[src/rtl/alu_exec_ctrl_pkg.sv]
// Shared encodings for the ALU execute/writeback sequencer.
package alu_exec_ctrl_pkg;

   localparam logic [1:0] COND_ALWAYS = 2'b00;
   localparam logic [1:0] COND_ZERO   = 2'b01;
   localparam logic [1:0] COND_CARRY  = 2'b10;
   localparam logic [1:0] COND_RSVD   = 2'b11;

   localparam logic ALU_OP_ADD  = 1'b0;
   localparam logic ALU_OP_NAND = 1'b1;

   typedef enum logic [1:0] {
      ST_IDLE,
      ST_EVAL,
      ST_WB
   } state_e;

   // Reserved encoding behaves as unconditional.
   function automatic logic cond_pass(input logic [1:0] cond, input logic c, input logic z);
      logic ok;
      ok = 1'b1;
      case (cond)
         COND_CARRY: ok = c;
         COND_ZERO:  ok = z;
         default:    ok = 1'b1;
      endcase
      return ok;
   endfunction

endpackage

[src/rtl/alu_exec_ctrl_if.sv]
// Issue, ALU and writeback bundles between decode, ALU and register-file controller.
interface alu_exec_ctrl_if #(
   parameter int WIDTH    = 16,
   parameter int REG_BITS = 3
);
   logic                issue_valid;
   logic                issue_ready;
   logic                issue_op_nand;
   logic [1:0]          issue_cond;
   logic [WIDTH-1:0]    issue_a;
   logic [WIDTH-1:0]    issue_b;
   logic [REG_BITS-1:0] issue_dest;

   logic [WIDTH-1:0]    alu_in1;
   logic [WIDTH-1:0]    alu_in2;
   logic                alu_op;
   logic [WIDTH-1:0]    alu_out;
   logic                alu_carry;
   logic                alu_zero;

   logic                wb_valid;
   logic                wb_ready;
   logic                wb_en;
   logic [WIDTH-1:0]    wb_data;
   logic [REG_BITS-1:0] wb_dest;

   modport slave (
      input  issue_valid, issue_op_nand, issue_cond, issue_a, issue_b, issue_dest,
      output issue_ready,
      output alu_in1, alu_in2, alu_op,
      input  alu_out, alu_carry, alu_zero,
      output wb_valid, wb_en, wb_data, wb_dest,
      input  wb_ready
   );

   modport master (
      output issue_valid, issue_op_nand, issue_cond, issue_a, issue_b, issue_dest,
      input  issue_ready,
      input  alu_in1, alu_in2, alu_op,
      output alu_out, alu_carry, alu_zero,
      input  wb_valid, wb_en, wb_data, wb_dest,
      output wb_ready
   );
endinterface

[src/rtl/alu_exec_ctrl_sat_counter.sv]
// Saturating event counter; holds at all-ones.
module sat_counter #(
   parameter int CNT_BITS = 16
) (
   input  logic                clk,
   input  logic                reset_n,
   input  logic                inc,
   output logic [CNT_BITS-1:0] count
);
   logic [CNT_BITS-1:0] count_q;

   always_ff @(posedge clk or negedge reset_n) begin
      if (!reset_n) begin
         count_q <= '0;
      end else if (inc && (count_q != '1)) begin
         count_q <= count_q + 1'b1;
      end
   end

   assign count = count_q;
endmodule

[src/rtl/alu_exec_ctrl.sv]
// ALU sequencer: issue capture, one-cycle evaluation, held writeback record, C/Z flags.
module alu_exec_ctrl
   import alu_exec_ctrl_pkg::*;
#(
   parameter int WIDTH    = 16,
   parameter int REG_BITS = 3,
   parameter int CNT_BITS = 16
) (
   input  logic                clk,
   input  logic                reset_n,
   alu_exec_ctrl_if.slave      bus,
   output logic                carry_flag,
   output logic                zero_flag,
   output logic [CNT_BITS-1:0] exec_count,
   output logic [CNT_BITS-1:0] skip_count
);
   state_e              state_q, state_d;
   logic [WIDTH-1:0]    a_q, b_q;
   logic                op_q;
   logic [1:0]          cond_q;
   logic [REG_BITS-1:0] dest_q;
   logic                wb_en_q;
   logic [WIDTH-1:0]    wb_data_q;
   logic [REG_BITS-1:0] wb_dest_q;
   logic                carry_q, zero_q;
   logic                cond_ok;
   logic                exec_inc, skip_inc;

   always_ff @(posedge clk or negedge reset_n) begin
      if (!reset_n) state_q <= ST_IDLE;
      else          state_q <= state_d;
   end

   always_comb begin
      state_d  = state_q;
      exec_inc = 1'b0;
      skip_inc = 1'b0;
      cond_ok  = cond_pass(cond_q, carry_q, zero_q);
      case (state_q)
         ST_IDLE: if (bus.issue_valid) state_d = ST_EVAL;
         ST_EVAL: begin
            state_d  = ST_WB;
            exec_inc = cond_ok;
            skip_inc = !cond_ok;
         end
         ST_WB:   if (bus.wb_ready) state_d = ST_IDLE;
         default: state_d = ST_IDLE;
      endcase
   end

   always_ff @(posedge clk or negedge reset_n) begin
      if (!reset_n) begin
         a_q       <= '0;
         b_q       <= '0;
         op_q      <= ALU_OP_ADD;
         cond_q    <= COND_ALWAYS;
         dest_q    <= '0;
         wb_en_q   <= 1'b0;
         wb_data_q <= '0;
         wb_dest_q <= '0;
         carry_q   <= 1'b0;
         zero_q    <= 1'b0;
      end else begin
         if (state_q == ST_IDLE && bus.issue_valid) begin
            a_q    <= bus.issue_a;
            b_q    <= bus.issue_b;
            op_q   <= bus.issue_op_nand;
            cond_q <= bus.issue_cond;
            dest_q <= bus.issue_dest;
         end
         if (state_q == ST_EVAL) begin
            wb_dest_q <= dest_q;
            if (exec_inc) begin
               wb_en_q   <= 1'b1;
               wb_data_q <= bus.alu_out;
               zero_q    <= bus.alu_zero;
               // NAND family leaves the carry flag untouched.
               if (op_q == ALU_OP_ADD) carry_q <= bus.alu_carry;
            end else begin
               wb_en_q   <= 1'b0;
               wb_data_q <= '0;
            end
         end
      end
   end

   assign bus.issue_ready = (state_q == ST_IDLE);
   assign bus.wb_valid    = (state_q == ST_WB);
   assign bus.alu_in1     = a_q;
   assign bus.alu_in2     = b_q;
   assign bus.alu_op      = op_q;
   assign bus.wb_en       = wb_en_q;
   assign bus.wb_data     = wb_data_q;
   assign bus.wb_dest     = wb_dest_q;
   assign carry_flag      = carry_q;
   assign zero_flag       = zero_q;

   sat_counter #(.CNT_BITS(CNT_BITS)) u_exec_cnt (
      .clk(clk), .reset_n(reset_n), .inc(exec_inc), .count(exec_count)
   );

   sat_counter #(.CNT_BITS(CNT_BITS)) u_skip_cnt (
      .clk(clk), .reset_n(reset_n), .inc(skip_inc), .count(skip_count)
   );
endmodule
[src/flat_wrapper.sv]
// flat-port wrapper written by rule: the top's interface ports become plain ports
module alu_exec_ctrl_flat import alu_exec_ctrl_pkg::*;
#(
   parameter int WIDTH    = 16,
   parameter int REG_BITS = 3,
   parameter int CNT_BITS = 16
)
  (clk, reset_n, carry_flag, zero_flag, exec_count, skip_count, bus_issue_valid, bus_issue_op_nand, bus_issue_cond, bus_issue_a, bus_issue_b, bus_issue_dest, bus_issue_ready, bus_alu_in1, bus_alu_in2, bus_alu_op, bus_alu_out, bus_alu_carry, bus_alu_zero, bus_wb_valid, bus_wb_en, bus_wb_data, bus_wb_dest, bus_wb_ready);
  alu_exec_ctrl_if #(.WIDTH(WIDTH), .REG_BITS(REG_BITS)) bus_i ();
  input  logic clk;
  input  logic reset_n;
  output logic carry_flag;
  output logic zero_flag;
  output logic [CNT_BITS-1:0] exec_count;
  output logic [CNT_BITS-1:0] skip_count;
  input wire logic [$bits(bus_i.issue_valid)-1:0] bus_issue_valid;
  input wire logic [$bits(bus_i.issue_op_nand)-1:0] bus_issue_op_nand;
  input wire logic [$bits(bus_i.issue_cond)-1:0] bus_issue_cond;
  input wire logic [$bits(bus_i.issue_a)-1:0] bus_issue_a;
  input wire logic [$bits(bus_i.issue_b)-1:0] bus_issue_b;
  input wire logic [$bits(bus_i.issue_dest)-1:0] bus_issue_dest;
  output wire logic [$bits(bus_i.issue_ready)-1:0] bus_issue_ready;
  output wire logic [$bits(bus_i.alu_in1)-1:0] bus_alu_in1;
  output wire logic [$bits(bus_i.alu_in2)-1:0] bus_alu_in2;
  output wire logic [$bits(bus_i.alu_op)-1:0] bus_alu_op;
  input wire logic [$bits(bus_i.alu_out)-1:0] bus_alu_out;
  input wire logic [$bits(bus_i.alu_carry)-1:0] bus_alu_carry;
  input wire logic [$bits(bus_i.alu_zero)-1:0] bus_alu_zero;
  output wire logic [$bits(bus_i.wb_valid)-1:0] bus_wb_valid;
  output wire logic [$bits(bus_i.wb_en)-1:0] bus_wb_en;
  output wire logic [$bits(bus_i.wb_data)-1:0] bus_wb_data;
  output wire logic [$bits(bus_i.wb_dest)-1:0] bus_wb_dest;
  input wire logic [$bits(bus_i.wb_ready)-1:0] bus_wb_ready;
  assign bus_i.issue_valid = bus_issue_valid;
  assign bus_i.issue_op_nand = bus_issue_op_nand;
  assign bus_i.issue_cond = bus_issue_cond;
  assign bus_i.issue_a = bus_issue_a;
  assign bus_i.issue_b = bus_issue_b;
  assign bus_i.issue_dest = bus_issue_dest;
  assign bus_issue_ready = bus_i.issue_ready;
  assign bus_alu_in1 = bus_i.alu_in1;
  assign bus_alu_in2 = bus_i.alu_in2;
  assign bus_alu_op = bus_i.alu_op;
  assign bus_i.alu_out = bus_alu_out;
  assign bus_i.alu_carry = bus_alu_carry;
  assign bus_i.alu_zero = bus_alu_zero;
  assign bus_wb_valid = bus_i.wb_valid;
  assign bus_wb_en = bus_i.wb_en;
  assign bus_wb_data = bus_i.wb_data;
  assign bus_wb_dest = bus_i.wb_dest;
  assign bus_i.wb_ready = bus_wb_ready;
  alu_exec_ctrl #(.WIDTH(WIDTH), .REG_BITS(REG_BITS), .CNT_BITS(CNT_BITS)) u_core (.clk(clk), .reset_n(reset_n), .bus(bus_i), .carry_flag(carry_flag), .zero_flag(zero_flag), .exec_count(exec_count), .skip_count(skip_count));
endmodule
[config.mk]
export PLATFORM = sky130hd
export DESIGN_NAME = alu_exec_ctrl_flat
export DESIGN_NICKNAME = d
export VERILOG_FILES = /design/src/rtl/alu_exec_ctrl_pkg.sv /design/src/rtl/alu_exec_ctrl_if.sv /design/src/rtl/alu_exec_ctrl_sat_counter.sv /design/src/rtl/alu_exec_ctrl.sv /design/src/flat_wrapper.sv
export SDC_FILE = /design/constraint.sdc
export NUM_CORES = 1
export LEC_CHECK = 0
export CORE_ASPECT_RATIO = 1.25
export CORE_MARGIN = 2
export CORE_UTILIZATION = 28
export CTS_CLUSTER_SIZE = 25
export DETAILED_ROUTE_END_ITERATION = 16
export PLACE_DENSITY = 0.58
export SLEW_MARGIN = 20
export SYNTH_ARGS = -nofsm -noshare
export SYNTH_HDL_FRONTEND = slang
export SYNTH_SLANG_ARGS = --single-unit
[constraint.sdc]
create_clock -name clk -period 2.14 [get_ports clk]
set_input_delay 0.428 -clock clk [delete_from_list [all_inputs] [get_ports clk]]
set_output_delay 0.428 -clock clk [all_outputs]
set_load 0.01 [all_outputs]
==> impl_metrics.tcl, run 1 <==
set metrics [dict create \
    status "finished, final reports clean" \
    numCtsBuffers 9 \
    dp_slack_ps 153 \
    required_ps 1710 \
    fmax_mhz 491 \
    hold_class "primary input to asynchronous set/reset pin" \
    wl_met1_um 4130 \
    drt_pass1_iterations 4 \
    tightest_slew_ps 507 \
    ctsHoldBuffers 0 \
    initialDrtViolationCount 92 \
    r2r_slack_ps 200 \
    finClkSkew_ps 6.22 \
    globalplace.congestion 0.801 \
    p_per_area_mw_per_mm2 1260 \
    finalCritPeriodShare 0.951 \
    avgSynthCellArea_um2 12.0 \
    grt_pass1_vias 3378 \
    drv_cap 0 \
    vias 3134 \
    finalCoreUtilization 0.431 \
    ys_warn_count 0 \
    reg2reg_to "u_core.u_skip_cnt.count[6]" \
    post_cts_buffers 0 \
    wirelength_um 10300 \
    setup-violations-final 0 \
    cts_max_level 3 \
    synthCells 336 \
    final_cell_mix "147 x clkdlybuf4s50_1, 94 x dfrtp_1, 55 x nand2_1, 42 x mux2_2, 27 x nand3_1" \
    root_buffer "clkbuf_16" \
    clockBufferDepth 2 \
    cellLeakagePower_nw 2.64 \
    wl_met2_um 5140 \
    drc_errors 0 \
    grt_start_max_net_pins 42 \
    async_reset_ff_frac 1.00 \
    layout_setup_ws_ps 104 \
    synth_area_mm2 0.00404 \
    fin_area_mm2 0.00612 \
    mostFrequentLayoutCell "clkdlybuf4s50_1" \
    yosys.area.top_type_share 0.582 \
    grt-ovfl-total 0 \
    placed_area_mm2 0.00579 \
    synth.area.top_cells "dfrtp_1 58%, mux2_2 12%, nand2_1 5.1%, xor2_1 3.9%, nand3_1 3.3%" \
    synth-compound-area-share 0.0251 \
    cp_slowest_cell "clkdlybuf4s50_1" \
    min_period_ps 2040 \
    synth_top_area_cell "dfrtp_1" \
    drt-wirelength-per-cell_um 15.2 \
    synth_edf_count 0 \
    muxShareOfSynthArea 0.117 \
    drive_above_1_share 0.173 \
    critPathArrivalTime_ps 1610 \
    crit_path_max_incr_delay_ps 550 \
    synth_fp_nets 400 \
    dieArea_mm2 0.0154 \
    worst-path-stages 3 \
    synth_cell_types 42 \
    antenna_left 0 \
    r2r_cells 6 \
    end_kind "output pin" \
    cts_tree "built" \
    wl_met3_um 799 \
    worstPathCellList "or2b_1 -> inv_1 -> clkdlybuf4s50_1" \
    port_buffers 148 \
    path_max_fanout 4 \
    synth_top_family_by_area "simple AND/OR/NAND/NOR gates" \
    hold_violations 0 \
    grt_pass1_wl_um 16800 \
    startpoint "u_core.state_q[1]" \
    clkTransAtPathRegs_ps 70 \
    dp_hpwl_um 7710 \
    antenna_found_initial 1 \
    synthSimpleGateAreaFrac 0.184 \
    nNetsFinal 557 \
    synth-xor-area-share 0.0563 \
    critical-path-top-delay-family "buffers and inverters" \
    vdd_drop_max_v 0.000513 \
    grt.total_usage 0.136 \
    die_w_um 111 \
    crit-reg2reg-launch "u_core.cond_q[0]" \
    viasPerCell 4.64 \
    synth.ff_latch_count 94 \
    coreArea_mm2 0.0142 \
    grt_setup_unrepaired "false" \
    cts_sinks 94 \
    top_layer "met5" \
    setup_tns_ps 0 \
    cp-start-kind "flip-flop" \
    synth_ff_type "dfrtp_1" \
    chipHeight_um 138 \
    cts_resized 0 \
    insertion_delay_ps 340 \
    cp_num_buf_inv 2 \
    diodes 0 \
    initial_core_util 0.284 \
    crit_path_end "bus_wb_valid" \
    rows 49 \
    slew_headroom 0.657 \
    slew_viol_final 0 \
    crit_type "flip-flop to output pin" \
    syn2layout_area_growth_pct 51.5 \
    ios 149 \
    synthAdderAreaFrac 0.0124 \
    yosysSeqAreaShare 0.582 \
]
-- sequential cells by signal, summed over array words and instances (netlist names) --
name                     cells
u_core.bus.alu_in1          16
u_core.bus.alu_in2          16
u_core.bus.wb_data          16
u_core.u_exec_cnt.count     16
u_core.u_skip_cnt.count     16
u_core.bus.wb_dest           3
u_core.dest_q                3
u_core.cond_q                2
u_core.state_q               2
u_core.bus.alu_op            1
u_core.bus.wb_en             1
u_core.carry_flag            1
u_core.zero_flag             1
-- layer usage --
layer | GRT usage | vias to the layer above
met3 | 0.0500 | 13
met1 | 0.158 | 1537
li1 | - | 1486
met5 | 0 | -
met2 | 0.227 | 96
met4 | 0.0533 | 2
-- metrics by stage --
stage,std cells,hold WS [ps],power [mW]
3_5_place_dp,660,396,6.04
3_3_place_gp,660,393,5.97
6_report,676,19.5,7.71
5_1_grt,676,43.1,8.21
2_1_floorplan,336,132,4.28
4_1_cts,676,21.1,7.86
-- worst register-to-register path, delay by kind of cell (launching register included) --
kind	cells	cell delay (ps)
and+or+nand+nor	1	150
AOI/OAI and AO/OA	2	810
adders and majority gates	1	310
buffers and inverters	1	60
xor gates and xnor gates	1	120
DFF	1	350
-- Yosys cell counts (2+ instances only) --
| cell type | count |
|---|---|
| nand2b_1 | 2 |
| nor2_1 | 7 |
| nor2b_1 | 2 |
| xor2_1 | 18 |
| ha_1 | 4 |
| nand3_1 | 27 |
| nor4_1 | 2 |
| buf_2 | 4 |
| buf_1 | 3 |
| a41oi_1 | 2 |
| nor3_1 | 5 |
| inv_1 | 5 |
| nand2_1 | 55 |
| mux2_2 | 42 |
| nor4b_1 | 2 |
| buf_6 | 2 |
| and3_1 | 4 |
| and4_1 | 2 |
| a211oi_1 | 2 |
| xnor2_1 | 8 |
| dfrtp_1 | 94 |
| clkbuf_1 | 6 |
| nor3_2 | 4 |
| o21ai_0 | 3 |
| nand4b_1 | 2 |
| nand4_1 | 10 |
| a21oi_1 | 4 |
-- power by group --
| group | switching (mW) | total, mW | internal, mW |
|---|---|---|---|
| clock network | 0.707 | 1.75 | 1.04 |
| logic | 1.35 | 3.12 | 1.77 |
| registers | 0.418 | 2.84 | 2.42 |
| total | 2.48 | 7.71 | 5.23 |
-- how the worst min path moves through the flow --
stage / from / to / slack (ps) / depth (start not counted)
final: reset_n / u_core.u_skip_cnt.count[8] / 20 / 1
after global placement: reset_n / u_core.u_skip_cnt.count[8] / 390 / 1
after floorplan: reset_n / u_core.bus.alu_in1[0] / 130 / 0
after global routing: reset_n / u_core.u_skip_cnt.count[8] / 40 / 1
after CTS: reset_n / u_core.state_q[1] / 20 / 1
after detailed placement: reset_n / u_core.u_skip_cnt.count[8] / 400 / 1
-- final cells by class --
type / count / area, µm²
Inverter: 5 / 18.8
Tap cell: 178 / 223
Clock buffer: 9 / 225
Fill cell: 1389 / 8100
Clock inverter: 7 / 105
Sequential cell: 94 / 2350
Timing Repair Buffer: 161 / 1600
Multi-Input combinational cell: 222 / 1600
-- cell families (layout without fill, tap and decap cells) --
group,after synthesis,after routing
AND/OR/NAND/NOR,136,136
XOR/XNOR,26,26
AO/OA/AOI/OAI,14,14
adder cells (fa/ha/maj),4,4
buffers and inverters,20,182
multiplexers,42,42
flip-flops,94,94
Power figures use the tool's default switching activity.
==> run 2: changes to the inputs <==
--- a/config.mk
+++ b/config.mk
@@ -10,8 +10,8 @@
 export CORE_UTILIZATION = 28
 export CTS_CLUSTER_SIZE = 25
 export DETAILED_ROUTE_END_ITERATION = 16
-export PLACE_DENSITY = 0.58
-export SLEW_MARGIN = 20
+export PLACE_DENSITY = 0.6
+export SETUP_SLACK_MARGIN = 0.4
 export SYNTH_ARGS = -nofsm -noshare
 export SYNTH_HDL_FRONTEND = slang
 export SYNTH_SLANG_ARGS = --single-unit
==> constraint.sdc (replaced) <==
create_clock -name clk -period 1.7 [get_ports clk]
set_input_delay 0.34 -clock clk [delete_from_list [all_inputs] [get_ports clk]]
set_output_delay 0.34 -clock clk [all_outputs]
set_load 0.01 [all_outputs]
==> run 2 against run 1 <==
Net effect: the run now ends with negative setup slack left; die area stayed put; cell count is 17% higher; count of clock-buffer cells in the layout grew 2; flip-flop and latch count is the same; clock power increased by 31%; highest routed layer is now met4.
==> impl_metrics.tcl, run 2 (synthesized netlist as in run 1, its figures left out) <==
set metrics [dict create \
    clkPwrFrac 0.193 \
    stdcell_count 794 \
    setup_tns_ps -2440 \
    numCtsBuffers 9 \
    grt.total_usage 0.155 \
    finalCritPeriodShare 1.10 \
    insertion_delay_ps 340 \
    drive_above_1_share 0.552 \
    met2_usage 0.274 \
    drv_cap 0 \
    final_cell_mix "88 x dfrtp_1, 74 x buf_6, 69 x buf_4, 58 x clkdlybuf4s50_1, 56 x buf_2" \
    pwr-share-comb 0.508 \
    p_total_mw 11.9 \
    grt_pass1_vias 3824 \
    nNetsFinal 675 \
    path_max_fanout 3 \
    fin_area_mm2 0.00768 \
    seqPwrFrac 0.299 \
    initial_core_util 0.284 \
    initialDrtViolationCount 98 \
    grt_pass1_wl_um 19300 \
    clockBufferDepth 2 \
    drc_errors 0 \
    root_buffer "clkbuf_16" \
    swShare 0.330 \
    p_int_mw 7.96 \
    cts_tree "built" \
    cts_sinks 94 \
    grt-busiest-layer "met2" \
    cp-start-kind "flip-flop" \
    fillCellCount 1225 \
    cellLeakagePower_nw 3.66 \
    vias 3641 \
    required_ps 1960 \
    viasPerCell 4.59 \
    slew_viol_final 0 \
    status "complete, but fails checks" \
    drt_pass1_iterations 4 \
    grt_setup_unrepaired "true" \
    rows 49 \
    power_switching_mw 3.92 \
    end_kind "flip-flop" \
    min_period_ps 1870 \
    critPathArrivalTime_ps 2130 \
    setup-violations-final 44 \
    violations "negative setup slack" \
    drt-wirelength-per-cell_um 15.5 \
    globalplace.congestion 0.768 \
    met1_usage 0.183 \
    p_per_area_mw_per_mm2 1550 \
    die_w_um 111 \
    syn2layout_area_growth_pct 90.0 \
    fmax_mhz 534 \
    antenna_left 0 \
    slew_headroom 0.673 \
    hold_class "flip-flop to flip-flop" \
    ios 149 \
    place_inst 696 \
    dp_hpwl_um 8100 \
    grtUsageMet3 0.0460 \
    port_buffers 148 \
    clkTransAtPathRegs_ps 70 \
    antenna_found_initial 0 \
    coreArea_mm2 0.0142 \
    cts_max_level 3 \
    vdd_drop_max_v 0.000736 \
    dp_slack_ps -229 \
    hold_violations 0 \
    grt-ovfl-total 0 \
    crit_type "flip-flop to flip-flop" \
    tightest_slew_ps 488 \
    layout_setup_ws_ps -172 \
    wirelength_um 12300 \
    grt_start_max_net_pins 55 \
    diodes 0 \
    finClkSkew_ps 8.73 \
    dieArea_mm2 0.0154 \
    chipHeight_um 138 \
    mostFrequentLayoutCell "dfrtp_1" \
    placed_area_mm2 0.00635 \
]
-- run 2: cell count changes in the layout (fill, tap and decap cells not counted), sizes merged --
cell / delta
dlygate4sd3: +1
clkinvlp: -1
clkbuf: +6
buf: +202
clkinv: -1
clkdlybuf4s50: -89
-- run 2: layout make-up --
class                   instances  area (µm²)  area share
repair buffers                279        2640       0.343
well taps                     178         223      0.0290
inverters                       5        18.8     0.00244
multi-input cells             222        2100       0.274
clock buffers                  11         253      0.0329
clock inverters                 5        88.8      0.0116
flip-flops and latches         94        2360       0.307
-- run 2: critical path: stages (launching register included) --
cell	delay (ps)
dfrtp_1	420
inv_2	90
ha_4	200
a221o_1	310
or4_4	500
a21oi_2	130
xnor2_1	130
-- run 2: power groups by stage --
stage	Clock (mW)	Sequential, mW	Combinational (mW)
after detailed placement	0	3.59	4.99
final	2.29	3.55	6.04
after global routing	2.44	3.66	6.43
after floorplan	0	3.93	2.06
after CTS	2.35	3.56	5.49
after global placement	0	3.59	4.87
-- run 2: timing repair --
action,4_1_cts,5_1_grt
setup buffers,48,28
setup endpoints to repair,176,131
gates resized for setup,459,43
pin swaps,16,19
hold buffers,1,0
hold endpoints to repair,40,0
gates cloned,3,2
-- run 2: path summary, 6_finish.rpt --
kind | from | end | slack (ps) | depth (start not counted)
min in group asynchronous | reset_n | u_core.u_skip_cnt.count[13] | 520 | 3
setup / recovery | u_core.cond_q[0] | u_core.u_skip_cnt.count[5] | -170 | 6
hold / removal | u_core.bus.wb_data[12] | u_core.bus.wb_data[12] | 460 | 2
max in group asynchronous | reset_n | u_core.state_q[0] | 880 | 3
hold reg to reg | u_core.bus.wb_data[12] | u_core.bus.wb_data[12] | 460 | 2
setup reg to reg | u_core.cond_q[0] | u_core.u_skip_cnt.count[5] | -170 | 6
-- run 2: through the flow --
stage,hold WS (ps),utilization
after floorplan,44.4,-
after global placement,339,0.446
after detailed placement,341,0.446
after CTS,467,0.512
after global routing,489,0.540
final,463,0.540
-- run 2: layer usage --
layer / vias up / wire length, µm / share of wire
li1: 1723 / - / -
met1: 1795 / 4850 / 0.40
met2: 106 / 6440 / 0.52
met3: 17 / 789 / 0.064
met4: 0 / 188 / 0.015
met5: - / 0 / 0
